`src/rtl/pkt_serializer.sv`:
```
// Packet serializer: captures a token, data or handshake packet and emits it
// one bit per consumed cycle (SYNC, PID, fields, CRC), with stall back-pressure.
module pkt_serializer (
  input  logic        clk,
  input  logic        rst_L,
  input  logic        pktready,
  input  logic [3:0]  pid_in,
  input  logic [6:0]  addr_in,
  input  logic [3:0]  endp_in,
  input  logic [63:0] data_in,
  output logic        down_ready,
  input  logic        bit_stall,
  output logic        bit_out,
  output logic        bit_valid,
  output logic        pkt_start,
  output logic        pkt_end
);

  typedef enum logic [2:0] {IDLE, SYNC, PID, TOKEN, DATA, CRC5, CRC16} state_t;

  state_t      state, state_nxt;
  logic [6:0]  cnt, cnt_nxt;
  logic [3:0]  pid_r;
  logic [6:0]  addr_r;
  logic [3:0]  endp_r;
  logic [63:0] data_r;
  logic [4:0]  crc5;
  logic [15:0] crc16;
  logic        consume, field_last;
  logic [6:0]  tok_idx;
  logic [2:0]  crc5_idx;
  logic [7:0]  addr_ext;

  function automatic logic [4:0] crc5_step(input logic [4:0] c, input logic d);
    logic fb;
    fb = c[4] ^ d;
    return {c[3:0], 1'b0} ^ (fb ? 5'h05 : 5'h00);
  endfunction

  function automatic logic [15:0] crc16_step(input logic [15:0] c, input logic d);
    logic fb;
    fb = c[15] ^ d;
    return {c[14:0], 1'b0} ^ (fb ? 16'h8005 : 16'h0000);
  endfunction

  assign down_ready = (state == IDLE);
  assign bit_valid  = (state != IDLE);
  assign consume    = bit_valid & ~bit_stall;
  assign tok_idx    = cnt - 7'd7;
  assign crc5_idx   = 3'd4 - cnt[2:0];
  assign addr_ext   = {1'b0, addr_r};

  always_comb begin
    bit_out    = 1'b0;
    field_last = 1'b0;
    case (state)
      SYNC: begin
        bit_out    = (cnt == 7'd7);
        field_last = (cnt == 7'd7);
      end
      PID: begin
        // low nibble sends pid, high nibble sends its complement
        bit_out    = cnt[2] ? ~pid_r[cnt[1:0]] : pid_r[cnt[1:0]];
        field_last = (cnt == 7'd7);
      end
      TOKEN: begin
        bit_out    = (cnt < 7'd7) ? addr_ext[cnt[2:0]] : endp_r[tok_idx[1:0]];
        field_last = (cnt == 7'd10);
      end
      DATA: begin
        bit_out    = data_r[cnt[5:0]];
        field_last = (cnt == 7'd63);
      end
      CRC5: begin
        bit_out    = ~crc5[crc5_idx];
        field_last = (cnt == 7'd4);
      end
      CRC16: begin
        bit_out    = ~crc16[~cnt[3:0]];
        field_last = (cnt == 7'd15);
      end
      default: ;
    endcase
  end

  assign pkt_start = (state == SYNC) && (cnt == 7'd0);
  assign pkt_end   = field_last &&
                     ((state == CRC5) || (state == CRC16) || ((state == PID) && !pid_r[0]));

  always_comb begin
    state_nxt = state;
    cnt_nxt   = cnt;
    if (state == IDLE) begin
      if (pktready) begin
        state_nxt = SYNC;
        cnt_nxt   = '0;
      end
    end else if (consume) begin
      if (field_last) begin
        cnt_nxt = '0;
        case (state)
          SYNC:  state_nxt = PID;
          PID: begin
            if (pid_r[1:0] == 2'b01)      state_nxt = TOKEN;
            else if (pid_r[1:0] == 2'b11) state_nxt = DATA;
            else                          state_nxt = IDLE;
          end
          TOKEN: state_nxt = CRC5;
          DATA:  state_nxt = CRC16;
          default: state_nxt = IDLE;
        endcase
      end else begin
        cnt_nxt = cnt + 7'd1;
      end
    end
  end

  always_ff @(posedge clk or negedge rst_L) begin
    if (!rst_L) begin
      state <= IDLE;
      cnt   <= '0;
    end else begin
      state <= state_nxt;
      cnt   <= cnt_nxt;
    end
  end

  always_ff @(posedge clk or negedge rst_L) begin
    if (!rst_L) begin
      pid_r  <= '0;
      addr_r <= '0;
      endp_r <= '0;
      data_r <= '0;
      crc5   <= '1;
      crc16  <= '1;
    end else if (down_ready && pktready) begin
      pid_r  <= pid_in;
      addr_r <= addr_in;
      endp_r <= endp_in;
      data_r <= data_in;
      crc5   <= '1;
      crc16  <= '1;
    end else if (consume) begin
      // CRCs run over the field bits exactly as they leave on bit_out
      if (state == TOKEN) crc5  <= crc5_step(crc5, bit_out);
      if (state == DATA)  crc16 <= crc16_step(crc16, bit_out);
    end
  end

endmodule

```
`config.mk`:
```
export PLATFORM = sky130hd
export DESIGN_NAME = pkt_serializer
export DESIGN_NICKNAME = d
export VERILOG_FILES = /design/src/rtl/pkt_serializer.sv
export SDC_FILE = /design/constraint.sdc
export NUM_CORES = 1
export LEC_CHECK = 0
export ABC_CLOCK_PERIOD_IN_PS = 4510
export CORE_ASPECT_RATIO = 1.1
export CORE_MARGIN = 2
export CORE_UTILIZATION = 30
export DETAILED_ROUTE_END_ITERATION = 16
export GPL_TIMING_DRIVEN = 1
export SLEW_MARGIN = 20
export SYNTH_ARGS = -nofsm -noshare
export SYNTH_HDL_FRONTEND = slang
export SYNTH_SLANG_ARGS = --single-unit
```
`constraint.sdc`:
```
create_clock -name clk -period 4.51 [get_ports clk]
set_input_delay 1.1275 -clock clk [delete_from_list [all_inputs] [get_ports clk]]
set_output_delay 1.1275 -clock clk [all_outputs]
set_load 0.1 [all_outputs]
```
==> key figures <==
Layout
  – Filler cells: 1871
  – Layout Area Growth over Synthesis: 24.2%
  – Fraction of layout instances using a drive strength above 1: 0.124
  – Antenna diode instance count: 0
  – Number of nets in the final layout: ~760
  – Post-route standard cell area excluding fillers: roughly 0.0070 mm²

Detailed routing
  – Routed Wire Length: between 10 and 15 mm
  – TritonRoute pass-1 iters: 4
  – Final routed DRC violation total: 0
  – Post-route ant nets: 0
  – Detailed router's first-iteration violation count: roughly 200
  – Total number of vias: about 4400
  – Post-detailed-route wirelength per cell: around 15 µm
  – Via density: approximately 4.8

Power and ir drop
  – Pwr Density: 647 mW/mm²
  – Static Leakage: 3.10 nW
  – Peak ir drop on the vdd network: around 260 µV
  – Overall power of the completed layout: around 4.5 mW

Synthesis
  – Average instance area after synthesis: 9.39 µm²
  – Most instantiated flip-flop cell in the synthesis netlist: sky130_fd_sc_hd__dfrtp_1
  – Total of warnings raised by yosys: 0
  – Number of enable-type register cells in the synthesized netlist: 0
  – Most area-consuming cells after synthesis: sky130_fd_sc_hd__dfrtp_1 (40%), sky130_fd_sc_hd__nand2_1 (17%), sky130_fd_sc_hd__dfstp_2 (9.8%)
  – Top cell type's share of synthesized area: 0.396
  – Mapped Nets: 684
  – Number of different library cells in the post-synthesis netlist: between 60 and 70
  – Mapped Area: around 0.0056 mm²
  – Flip-flop and latch count after synthesis: between 100 and 150
  – Post-synthesis sequential area ratio: 0.494
  – Largest area contributor in the netlist: sky130_fd_sc_hd__dfrtp_1
  – Synth Instances: roughly 600
  – Fraction of registers with async set/reset: 1.00

Timing
  – Final setup violation count: 0
  – Final min period: between 4000 and 5000 ps
  – Clk_skew: between 6 and 7 ps
  – Achievable frequency: ~0.25 GHz
  – Post-layout worst setup margin: between 400 and 500 ps
  – Transition time at the pin with the least slew margin: around 910 ps
  – Number of hold-slack violations in the final timing report: 0
  – Setup repair after global routing missed its margin: false
  – Crit share post-route: 0.903
  – Slew Viols, Final: 0
  – TNS Setup: 0 ps
  – Slew HR: 0.393

Floorplanning
  – Die area: just under 0.02 mm²
  – Effective utilization at floorplan: 0.305
  – Overall die height: 148 µm
  – # IOs: 88
  – Core ar.: between 0.015 and 0.02 mm²
  – Number of core rows: 52
  – DIE WIDTH: ~130 µm

Flow run
  – Number of max-cap violations: 0

Worst setup path
  – Worst path arrival time: 2940 ps
  – WP buf/inv: 2
  – Worst-path maximum fanout: 14
  – Slowest stage cell on the critical path: sky130_fd_sc_hd__dfrtp_1
  – Kind of critical path: reg2out
  – Required time of the critical path: between 3000 and 4000 ps
  – Setup crit start kind: register
  – Cell type group with the largest total delay on the critical path: compound AO/OA/AOI/OAI gates
  – Maximum single-stage delay on the critical path: 750 ps
  – Cells along the critical path: buf_4, nand2_1, a211oi_1, nor3_1, o32a_1, nor3_4, o21bai_2, buf_12
  – Type of destination of the critical path: primary output

Global routing
  – Largest net degree at the start of global routing: 72
  – Wire length of the first global-routing pass: 23.5 mm
  – Number of antenna violations at the first check in global routing: 0
  – All-layer global routing usage: 0.150
  – Vias in the first global route: between 4000 and 5000
  – GRT Residual Overflow: 0

Clock tree
  – CTS Root Cell: sky130_fd_sc_hd__clkbuf_16
  – Maximum count of clock buffers along a single path: 2
  – CTS resizes: 0
  – Post-CTS setup buffer count: 0
  – CTS HTree Levels: 3
  – CTS clk-pin slew, worst paths: about 70 ps
  – Post-CTS Hold Fix Bufs: 0
  – Clk Latency, worst-skew pair: about 350 ps
  – Clock tree from TritonCTS: done
  – Total CTS buffers: 9
  – Count of clock tree sinks: 110

Run status
  – Outcome: complete, no violations

Placement
  – Setup slack at placement: 817 ps
  – DP Area: about 0.0067 mm²
  – Placed wire-length estimate after detailed placement: between 10 and 15 mm
  – Number of I/O port buffers: slightly below 90
  – GP Congestion: 0.858

Worst hold path
  – Worst min-delay path class: reg2reg
==> cell families (layout without fill, tap and decap cells) <==
kind of cell	Yosys count	in the layout	share of synthesized area
simple gates	323	323	0.238
xor+xnor	8	8	0.0151
compound gates	73	73	0.0999
flops	110	110	0.494
mux	34	34	0.105
fa+ha+maj	4	4	0.00801
buf+inv	47	125	0.0396
==> tightest hold or removal path, cell delays in order (launching register included) <==
cell and delay [ps]:
sky130_fd_sc_hd__dfrtp_1 340, sky130_fd_sc_hd__nand2_1 50, sky130_fd_sc_hd__nand2_1 50
==> cell type report <==
type | instances | area (µm²) | share of cell area
Sequential cell | 110 | 2780 | 0.398
Multi-Input combinational cell | 442 | 2630 | 0.377
Timing Repair Buffer | 99 | 958 | 0.137
Tap cell | 243 | 304 | 0.0435
Clock buffer | 12 | 246 | 0.0353
Inverter | 10 | 37.5 | 0.00537
Clock inverter | 4 | 27.5 | 0.00394
==> registers in the layout, indices dropped and copies added, names as in the netlist <==
signal,cells
data_r,64
crc16,16
addr_r,7
cnt,7
crc5,5
endp_r,4
pid_r,4
state,3
==> path summary, 6_finish.rpt <==
kind	from	to	slack, ps	cells after the start
worst max-delay path	cnt[2]	bit_out	440	8
worst min-delay path	pid_r[2]	pid_r[2]	470	2
worst max register to register	cnt[1]	crc16[2]	1470	9
worst min register to register	pid_r[2]	pid_r[2]	470	2
max in group asynchronous	rst_L	crc5[4]	2720	2
min in group asynchronous	rst_L	data_r[22]	910	1
==> where the power goes <==
group	total, mW	switching (mW)	internal [mW]
Sequential	1.79	0.372	1.42
Combinational	1.97	1.10	0.871
Clock	0.756	0.363	0.393
Total	4.52	1.84	2.68
==> cell usage in the layout (no fill, tap or decap), types with 9 or more instances in the layout <==
| master | Yosys | layout |
|---|---|---|
| sky130_fd_sc_hd__a21oi_1 | 10 | 10 |
| sky130_fd_sc_hd__buf_4 | 0 | 17 |
| sky130_fd_sc_hd__clkbuf_16 | 0 | 9 |
| sky130_fd_sc_hd__clkdlybuf4s50_1 | 0 | 81 |
| sky130_fd_sc_hd__dfrtp_1 | 89 | 88 |
| sky130_fd_sc_hd__dfstp_2 | 21 | 21 |
| sky130_fd_sc_hd__mux2i_1 | 13 | 13 |
| sky130_fd_sc_hd__mux4_2 | 12 | 12 |
| sky130_fd_sc_hd__nand2_1 | 259 | 258 |
| sky130_fd_sc_hd__nor2_1 | 17 | 17 |
| sky130_fd_sc_hd__o21ai_0 | 11 | 11 |
| sky130_fd_sc_hd__o22a_1 | 16 | 16 |
==> metal layers <==
layer  vias to the layer above  track usage  part of all wire
li1                       2177            -                 -
met1                      2080        0.207              0.48
met2                        99        0.238              0.46
met3                        22       0.0278             0.040
met4                         0       0.0484             0.020
met5                         -            0                 0
==> per-stage QoR <==
step	util	hold WS (ps)	instances
floorplan	-	437	599
global placement	0.365	461	904
finish	0.379	472	920
global route	0.379	501	920
detailed placement	0.365	459	904
CTS	0.379	476	920
==> synthesized netlist by cell type, types with 3 or more instances <==
cell	n
sky130_fd_sc_hd__o21ai_0	11
sky130_fd_sc_hd__and2_1	3
sky130_fd_sc_hd__mux4_2	12
sky130_fd_sc_hd__nand2_1	259
sky130_fd_sc_hd__nand2b_1	3
sky130_fd_sc_hd__buf_6	3
sky130_fd_sc_hd__xnor2_1	5
sky130_fd_sc_hd__clkbuf_1	26
sky130_fd_sc_hd__nor2_1	17
sky130_fd_sc_hd__mux2_2	3
sky130_fd_sc_hd__buf_2	6
sky130_fd_sc_hd__a211oi_1	4
sky130_fd_sc_hd__nor4_1	6
sky130_fd_sc_hd__nand3_1	8
sky130_fd_sc_hd__nor2b_1	4
sky130_fd_sc_hd__o22a_1	16
sky130_fd_sc_hd__nor3_1	8
sky130_fd_sc_hd__a21oi_1	10
sky130_fd_sc_hd__or3_1	4
sky130_fd_sc_hd__dfstp_2	21
sky130_fd_sc_hd__inv_1	8
sky130_fd_sc_hd__mux4_1	6
sky130_fd_sc_hd__mux2i_1	13
sky130_fd_sc_hd__o31ai_1	5
sky130_fd_sc_hd__dfrtp_1	89
No activity file was read; power rests on OpenSTA's default activity.
